### src/rtl/rename_rat_pkg.sv
// Shared constants and types for the register alias table.
package rename_rat_pkg;

    localparam int ARCH_REGS = 32;
    localparam int AREG_W    = 5;
    localparam int ROB_W     = 4;

    // r0 is hardwired zero and never has an in-flight producer
    localparam logic [AREG_W-1:0] REG_ZERO = '0;

    // One alias-table entry: is a producer in flight, and which ROB slot holds it
    typedef struct packed {
        logic             valid;
        logic [ROB_W-1:0] rob;
    } rat_entry;

endpackage

### src/rtl/rename_rat_lookup.sv
// Alias-table read port: selects one entry, masks r0, and hides a producer
// that is retiring this very cycle (the register file forwards its result).
module rename_rat_lookup
    import rename_rat_pkg::*;
(
    input  logic [AREG_W-1:0]             src_addr,
    input  rat_entry [ARCH_REGS-1:0]      rat_table,
    input  logic                          commit_en,
    input  logic [AREG_W-1:0]             commit_dst,
    input  logic [ROB_W-1:0]              commit_rob,
    output logic                          src_valid,
    output logic [ROB_W-1:0]              src_rob
);

    rat_entry sel_entry;
    logic     commit_bypass;

    // Read mux with commit bypass; an invalid result always reports tag 0
    always_comb begin
        sel_entry     = rat_table[src_addr];
        commit_bypass = commit_en && (src_addr == commit_dst) &&
                        sel_entry.valid && (sel_entry.rob == commit_rob);
        src_valid     = sel_entry.valid && !commit_bypass && (src_addr != REG_ZERO);
        src_rob       = src_valid ? sel_entry.rob : '0;
    end

endmodule

### src/rtl/rename_rat.sv
// Register alias table: tracks the youngest in-flight producer of every
// architectural register. Rename allocates, commit releases a matching tag,
// flush clears everything. Lookups are combinational from the current table.
module rename_rat
    import rename_rat_pkg::*;
(
    input  logic                clk,
    input  logic                resetn,
    input  logic                snoop_hit,
    input  logic                bco_valid,
    input  logic [AREG_W-1:0]   i_src0_addr,
    input  logic [AREG_W-1:0]   i_src1_addr,
    output logic                o_rat_src0_valid,
    output logic [ROB_W-1:0]    o_rat_src0_rob,
    output logic                o_rat_src1_valid,
    output logic [ROB_W-1:0]    o_rat_src1_rob,
    input  logic                i_rename_en,
    input  logic [AREG_W-1:0]   i_rename_dst,
    input  logic [ROB_W-1:0]    i_rename_rob,
    input  logic                i_commit_en,
    input  logic [AREG_W-1:0]   i_commit_dst,
    input  logic [ROB_W-1:0]    i_commit_rob,
    output logic [AREG_W:0]     o_inflight_cnt
);

    rat_entry [ARCH_REGS-1:0] rat_table;
    logic                     flush;
    logic                     rename_valid;
    logic                     rename_new;
    logic                     commit_match;
    logic                     commit_dec;
    logic [AREG_W:0]          cnt_reg;
    logic [AREG_W:0]          cnt_next;

    assign flush = bco_valid || snoop_hit;

    // Per-register storage; only the valid bit is reset, tags are don't-care when invalid
    generate
        for (genvar gi = 0; gi < ARCH_REGS; gi++) begin : g_entry
            if (gi == 0) begin : g_zero
                assign rat_table[gi] = '0;
            end else begin : g_reg
                logic             valid_reg;
                logic             valid_next;
                logic [ROB_W-1:0] rob_reg;
                logic             rename_hit;
                logic             commit_hit;

                assign rename_hit = i_rename_en && (i_rename_dst == AREG_W'(gi));
                assign commit_hit = i_commit_en && (i_commit_dst == AREG_W'(gi)) &&
                                    valid_reg && (rob_reg == i_commit_rob);

                // Flush beats rename, rename beats a same-cycle commit
                always_comb begin
                    valid_next = valid_reg;
                    if (flush)
                        valid_next = 1'b0;
                    else if (rename_hit)
                        valid_next = 1'b1;
                    else if (commit_hit)
                        valid_next = 1'b0;
                end

                // Valid bit register, cleared asynchronously
                always_ff @(posedge clk or negedge resetn) begin
                    if (!resetn)
                        valid_reg <= 1'b0;
                    else
                        valid_reg <= valid_next;
                end

                // Tag capture on rename; harmless during flush since valid drops
                always_ff @(posedge clk) begin
                    if (rename_hit)
                        rob_reg <= i_rename_rob;
                end

                assign rat_table[gi] = '{valid: valid_reg, rob: rob_reg};
            end
        end
    endgenerate

    // Incremental occupancy: +1 for a fresh mapping, -1 for a release not cancelled by a same-register rename
    always_comb begin
        rename_valid = i_rename_en && (i_rename_dst != REG_ZERO);
        rename_new   = rename_valid && !rat_table[i_rename_dst].valid;
        commit_match = i_commit_en && (i_commit_dst != REG_ZERO) &&
                       rat_table[i_commit_dst].valid &&
                       (rat_table[i_commit_dst].rob == i_commit_rob);
        commit_dec   = commit_match && !(rename_valid && (i_rename_dst == i_commit_dst));
        if (flush)
            cnt_next = '0;
        else
            cnt_next = cnt_reg + (AREG_W+1)'(rename_new) - (AREG_W+1)'(commit_dec);
    end

    // Occupancy counter register
    always_ff @(posedge clk or negedge resetn) begin
        if (!resetn)
            cnt_reg <= '0;
        else
            cnt_reg <= cnt_next;
    end

    assign o_inflight_cnt = cnt_reg;

    rename_rat_lookup u_lookup_src0 (
        .src_addr   (i_src0_addr),
        .rat_table  (rat_table),
        .commit_en  (i_commit_en),
        .commit_dst (i_commit_dst),
        .commit_rob (i_commit_rob),
        .src_valid  (o_rat_src0_valid),
        .src_rob    (o_rat_src0_rob)
    );

    rename_rat_lookup u_lookup_src1 (
        .src_addr   (i_src1_addr),
        .rat_table  (rat_table),
        .commit_en  (i_commit_en),
        .commit_dst (i_commit_dst),
        .commit_rob (i_commit_rob),
        .src_valid  (o_rat_src1_valid),
        .src_rob    (o_rat_src1_rob)
    );

endmodule
### config.mk
export PLATFORM = sky130hd
export DESIGN_NAME = rename_rat
export DESIGN_NICKNAME = d
export VERILOG_FILES = /design/src/rtl/rename_rat_pkg.sv /design/src/rtl/rename_rat_lookup.sv /design/src/rtl/rename_rat.sv
export SDC_FILE = /design/constraint.sdc
export NUM_CORES = 1
export LEC_CHECK = 0
export ABC_CLOCK_PERIOD_IN_PS = 4300
export CAP_MARGIN = 20
export CORE_MARGIN = 1
export CORE_UTILIZATION = 56
export DETAILED_ROUTE_END_ITERATION = 16
export PLACE_DENSITY = 0.89
export SYNTH_ARGS = -nofsm -noshare
export SYNTH_HDL_FRONTEND = slang
export SYNTH_SLANG_ARGS = --single-unit
export TNS_END_PERCENT = 1
### constraint.sdc
create_clock -name clk -period 4.3 [get_ports clk]
set_clock_uncertainty 0.2 [all_clocks]
set_input_delay 1.075 -clock clk [delete_from_list [all_inputs] [get_ports clk]]
set_output_delay 1.075 -clock clk [all_outputs]
set_load 0.01 [all_outputs]
Word level (Yosys, flattened, before mapping)
Index checks and enable logic that the tools add are counted.
{"block": "totals", "ff_bits": 161, "input_bits": 34, "out_inout_bits": 16, "elab_cells": 453}
{"block": "op_classes", "addsub": 2, "order_cmp": 4, "eq_ne": 99, "n_mux": 104, "n_reduce_logical": 181}
{"op": "5-bit == test, second input constant", "count": 32}
{"op": "1-bit logical AND", "count": 141}
{"op": "4-bit == test", "count": 34}
{"op": "5-bit binary-select mux with 5-bit select", "count": 4}
{"op": "1-bit 2-to-1 mux", "count": 93}
{"op": "3-bit nonzero test", "count": 31}
{"op": "5-bit by 4-bit == test with 1-bit output, second input constant", "count": 16}
{"op": "5-bit by 3-bit == test with 1-bit output, second input constant", "count": 8}
{"op": "5-bit by 6-bit < comparator with 1-bit output, second input constant", "count": 4}
{"op": "5-bit by 2-bit == test with 1-bit output, second input constant", "count": 4}
{"op": "5-bit 2-to-1 mux", "count": 4}
{"op": "5-bit nonzero test", "count": 4}
{"op": "5-bit == test", "count": 3}
{"op": "5-bit by 1-bit == test with 1-bit output, second input constant", "count": 2}
{"op": "4-bit 2-to-1 mux", "count": 2}
{"op": "6-bit by 1-bit adder with 6-bit output", "count": 1}
{"op": "6-bit 2-to-1 mux", "count": 1}
{"op": "6-bit by 1-bit subtractor with 6-bit output", "count": 1}
{"op": "1-bit logical NOT", "count": 4}
{"op": "1-bit logical OR", "count": 1}

Depth between registers and ports, before layout
{"block": "depth", "ltp_word": 8, "mapped_depth": 19, "ltp_nobuf": 16}

Modules after synthesis
Synthesis repeated with hierarchy kept, for this count alone.
{"block": "hier_totals", "hier_cells": 1091, "hier_area_um2": 12110.4}
{"module": "rename_rat", "n_inst": 1, "cells_per_inst": 739, "area_per_inst_um2": 8944.8, "seq_area_each_um2": 4649.5}
{"module": "rename_rat_lookup", "n_inst": 2, "cells_per_inst": 176, "area_per_inst_um2": 1582.8, "seq_area_each_um2": 0.0}

Least setup slack after synthesis
No wires, ideal clock.
{"block": "synth_path", "path_type": "in2reg", "startpoint": "in i_commit_dst[1]", "endpoint": "reg cnt_reg[4] (netlist: o_inflight_cnt[4])", "setup_ns": 0.132, "t_arrival_ns": 4.343, "required_ns": 3.968, "slack_ns": -0.374, "cell_stages": 17, "n_path_buf": 2, "path_cell_list": "clkbuf_1 -> clkbuf_1 -> mux4_2 -> mux4_2 -> mux2i_1 -> xor2_1 -> nand2_1 -> nor4_2 -> ha_1 -> inv_1 -> ha_1 -> fa_1 -> a21oi_1 -> nor2_1 -> nor2_1 -> xor2_1 -> nor2_1"}
{"block": "synth_between", "elab_chain_cells": 7, "word_cells_on_any_way": 13, "cone_classes": "add/sub: 1; eq/ne: 2; mux: 3; reduce/logical: 7"}
{"element": "start, declared", "line_no": "rename_rat.sv:21", "source": "input logic [AREG_W-1:0] i_commit_dst,"}
{"element": "5-bit binary-select mux with 5-bit select / 5-bit nonzero test (equally long branches)", "line_no": "rename_rat.sv:88, rename_rat.sv:89, rename_rat.sv:87"}
{"element": "5-bit 2-to-1 mux (not written as such) / 1-bit logical AND (equally long branches)", "line_no": "rename_rat.sv:89, rename_rat.sv:87"}
{"element": "4-bit == test / 1-bit logical AND (equally long branches)", "line_no": "rename_rat.sv:89, rename_rat.sv:87"}
{"element": "1-bit logical AND", "line_no": "rename_rat.sv:88", "source": "rat_table[i_commit_dst].valid &&"}
{"element": "1-bit logical AND (*)", "line_no": "rename_rat.sv:90", "source": "commit_dec = commit_match && !(rename_valid && (i_rename_dst == i_commit_dst));"}
{"element": "6-bit by 1-bit subtractor with 6-bit output (*)", "line_no": "rename_rat.sv:94", "source": "cnt_next = cnt_reg + (AREG_W+1)'(rename_new) - (AREG_W+1)'(commit_dec);"}
{"element": "6-bit 2-to-1 mux (*)", "line_no": "rename_rat.sv:91", "source": "if (flush)"}
{"element": "via cnt_next[4]", "line_no": "rename_rat.sv:33", "source": "logic [AREG_W:0] cnt_next;"}
{"element": "end signal, assigned", "line_no": "rename_rat.sv:102", "source": "cnt_reg <= cnt_next;"}
{"element": "end, declared", "line_no": "rename_rat.sv:32", "source": "logic [AREG_W:0] cnt_reg;"}
Mark *: on every way through the listed nets, which the timed path passes. The rest lies on a longest branch. The select of a mux whose other input is x is not followed.
A chain may end at the register's enable or synchronous reset.

Worst setup path in the final report
{"block": "layout_path", "startpoint": "in i_src1_addr[0]", "endpoint": "out o_rat_src1_rob[0]"}
{"block": "layout_between", "elab_chain_cells": 8, "word_cells_on_any_way": 12, "cone_classes": "eq/ne: 2; mux: 3; reduce/logical: 7"}
{"element": "start, declared", "line_no": "rename_rat.sv:12", "source": "input logic [AREG_W-1:0] i_src1_addr,"}
{"element": "5-bit binary-select mux with 5-bit select / 5-bit == test (equally long branches)", "line_no": "rename_rat_lookup.sv:20, rename_rat_lookup.sv:21"}
{"element": "5-bit 2-to-1 mux (not written as such) / 1-bit logical AND (equally long branches)", "line_no": "rename_rat_lookup.sv:20, rename_rat_lookup.sv:21"}
{"element": "4-bit == test / 1-bit logical AND (equally long branches)", "line_no": "rename_rat_lookup.sv:22, rename_rat_lookup.sv:21"}
{"element": "1-bit logical AND", "line_no": "rename_rat_lookup.sv:22", "source": "sel_entry.valid && (sel_entry.rob == commit_rob);"}
{"element": "1-bit logical NOT", "line_no": "rename_rat_lookup.sv:23", "source": "src_valid = sel_entry.valid && !commit_bypass && (src_addr != REG_ZERO);"}
{"element": "1-bit logical AND (2 in series)", "line_no": "rename_rat_lookup.sv:23"}
{"element": "4-bit 2-to-1 mux (*)", "line_no": "rename_rat_lookup.sv:24", "source": "src_rob = src_valid ? sel_entry.rob : '0;"}
{"element": "end, declared", "line_no": "rename_rat.sv:16", "source": "output logic [ROB_W-1:0] o_rat_src1_rob,"}
Every way passes the cells marked *; elsewhere a longest branch is shown, timed or not. The select of a mux whose other input is x is not followed.

==> metrics.md <==
| Metric | Value |
|---|---|
| Internal power | 2940 µW |
| CORE AREA | 0.0204 mm² |
| Critical path launch point type | primary input |
| Worst Path Max Fanout | 8 |
| Area of the multi-input gates | 0.00692 mm² |
| Static Leak | 0.00567 µW |
| TritonCTS buffer count | 17 |
| First-pass GRT wire length | 63700 µm |
| Comb power frac | 22.0% |
| Fillers | 1278 |
| Number of diodes | 0 |
| Die ar. | 0.0216 mm² |
| Mapped Nets | 1000 |
| Worst Path Required | 3.02 ns |
| TNS Setup | -2.57 ns |
| # rows | 52 |
| Clock power share | 35.5% |
| Routed via count | 10.4k |
| Max-Cap Viols | 0 |
| DRC | 0 |
| Most frequent cells in the layout | 167 x buf_4, 124 x edfxtp_1, 113 x mux4_2, 83 x xnor2_1, 66 x xor2_1 |
| Min cycle time layout | 4.57 ns |
| Hold_buf cts | 0 |
| Initial DRT Pass Iterations | 7 |
| Status | finished with violations |
| Sequential Area | 0.00465 mm² |
| Cell Area, Synth | 0.0118 mm² |
| Post-synth cell types | 63 |
| RSZ-0062 raised after global routing | yes |
| Sequential Power Share | 42.5% |
| Via density | 7.29 |
| Failing checks | setup timing |
| Post-Synthesis Cells | 959 |
| H-tree level count | 4 |
| Worst skew pair latency | 0.44 ns |
| Syn Area/Cell | 12.3 µm² |
| Final hold viol count | 0 |
| Power per standard cell area | 272 mW/mm² |
| Worst slew pin tran | 1.07 ns |
| Die width | 147 µm |
| Final GP Congestion | 1.03 |
| Worst setup path category | in2out |
| Initial antenna violation count | 2 |
| Port buffer count | 49 |
| Layout area overhead | 26.9% |
| Primary FF master, synth | edfxtp_1 |
| Worst vdd ir | 0.294 mV |
| Worst-path clk slew | 0.06 ns |
| # IOs | 50 |
| Layout cell share with drive strength beyond 1 | 38.4% |
| Pin count of the biggest net entering global routing | 38 |
| Final wirelength | 43000 µm |
| Dpl cells | 1359 |
| Detail Placement HPWL | 30300 µm |
| Max Clk Rate | 0.219 GHz |
| HP Class | reg2reg |
| Die height | 147 µm |
| Longest Clk Path Bufs | 2 |
| CTS tree | built |
| GRT Util Overall | 40.4% |
| Wirelength per Cell | 30.1 µm |
| Final setup margin | -0.270 ns |
| Hold slack final | 0.395 ns |
| Switching pwr | 1110 µW |
| Grt ovf | 0 |
| Vias in the first global route | 10.4k |
| Clk root buf | clkbuf_16 |
| Worst setup EP type | output port |
| Post-synthesis sequential area ratio | 39.5% |
| Finished Layout Cells | 1430 |
| Starting Density | 57.6% |
| Initial DRC count | 1867 |
| Nets | 1188 |
| Final ANT Viol Nets | 0 |
| Flops & latches, synth | 161 |
| Switching Fraction | 27.5% |
| Yosys warnings | 0 |
| Crit share post-route | 106% |
| Rel. slew slack | 28.5% |
| # setup viols final | 12 |
| Commonest non-fill, non-tap cell in the layout | buf_4 |
| Max FFs per register | 124 |
| Worst Path Arrival | 3.30 ns |
| Asr flop ratio synth | 23.0% |
| Max-slew violations | 0 |
| Post-synth EDFFs | 124 |
| TritonCTS Sinks | 161 |
-- final timing paths --
check,start,end,slack [ns],cells after the start
setup / recovery,i_src1_addr[0],o_rat_src1_rob[0],-0.27,14
max in group asynchronous,resetn,g_entry[24].g_reg.valid_reg,2.59,1
hold / removal,g_entry[30].g_reg.valid_reg,g_entry[30].g_reg.valid_reg,0.40,2
setup reg to reg,g_entry[6].g_reg.rob_reg[1],o_inflight_cnt[4],0.29,17
min in group asynchronous,resetn,g_entry[4].g_reg.valid_reg,0.64,1
hold reg to reg,g_entry[30].g_reg.valid_reg,g_entry[30].g_reg.valid_reg,0.40,2
-- power groups by stage --
stage	combinational [µW]	sequential (µW)	clock [µW]
final	892	1720	1440
after global routing	919	1720	1500
after CTS	819	1720	1440
after detailed placement	749	1750	0
after global placement	735	1750	0
after floorplan	437	1740	0
-- layer usage --
metal | vias up | part of all wire, % | GRT usage, %
met2 | 1096 | 44 | 60.1
met3 | 284 | 16 | 15.1
met5 | - | 0.035 | 0
li1 | 4064 | - | -
met4 | 2 | 6.3 | 21.9
met1 | 4975 | 34 | 51.4
-- through the flow --
stage	area, µm²	utilization (%)	power (µW)	setup WS [ns]
floorplan	11900	-	2180	-0.0385
global placement	13600	66.6	2490	-1.00
detailed placement	13600	66.6	2500	-1.16
CTS	14600	71.6	3980	-0.254
global route	14900	73.1	4140	-0.312
finish	14900	73.1	4050	-0.270
-- kinds of logic after synthesis --
group | after synthesis | share of synthesized area, %
AND/OR/NAND/NOR | 216 | 9.39
multiplexers | 161 | 25.9
flip-flops | 161 | 39.5
XOR/XNOR | 155 | 11.5
AO/OA/AOI/OAI | 136 | 8.29
buffers and inverters | 123 | 4.54
adder cells (fa/ha/maj) | 7 | 0.809
-- Yosys cell counts (2+ instances only) --
cell,n,area (µm²)
o221ai_1,2,17.5
nor3_1,8,40.0
o211ai_1,2,15.0
buf_1,15,56.3
mux2_2,15,169
o31ai_1,6,45.0
ha_1,6,75.1
a22oi_1,10,75.1
a32oi_1,2,17.5
o2111ai_1,3,26.3
a311oi_1,4,35.0
and3_1,5,31.3
or2_2,4,25.0
nor2_1,40,150
and3b_1,2,17.5
clkbuf_1,39,146
mux2i_1,33,330
xnor2_1,86,753
o21bai_1,2,15.0
mux4_2,113,2540
xor2_1,69,604
a221oi_1,6,52.6
nand4_1,16,100
nor3b_1,6,45.0
buf_2,16,80.1
or3_1,2,12.5
buf_6,4,45.0
nor4_1,4,25.0
a31oi_1,6,37.5
nor4_2,3,37.5
nor2b_1,18,113
a22o_1,4,35.0
o41ai_1,24,210
and2_1,4,25.0
buf_4,6,45.0
dfrtp_1,37,926
inv_1,43,161
nand2_1,51,191
edfxtp_1,124,3720
nand2b_1,10,62.6
o21ai_0,6,30.0
a221o_1,2,20.0
a21oi_1,43,215
nand3_1,39,195
-- final cells by class --
| cell class | instances | share of cell area, % |
|---|---|---|
| clock buffers | 20 | 3.06 |
| clock inverters | 12 | 0.620 |
| inverters | 43 | 1.08 |
| multi-input cells | 675 | 46.3 |
| flip-flops and latches | 161 | 31.2 |
| well taps | 270 | 2.26 |
| repair buffers | 249 | 15.5 |
-- what timing repair did --
action	CTS	global route
gates resized for setup	104	47
setup endpoints to repair	15	15
buffers inserted	24	10
pin swaps	25	18
cloned	4	1
-- worst max-delay path, stage by stage --
cell	delay, ns
buf_12	0.10
buf_12	0.14
mux4_2	0.51
nor3b_1	0.15
a31oi_1	0.23
a32oi_2	0.17
buf_4	0.16
buf_4	0.12
buf_4	0.12
buf_4	0.12
buf_4	0.12
nand2b_1	0.07
a41oi_2	0.04
buf_2	0.17
(Power assumes the default switching activity.)
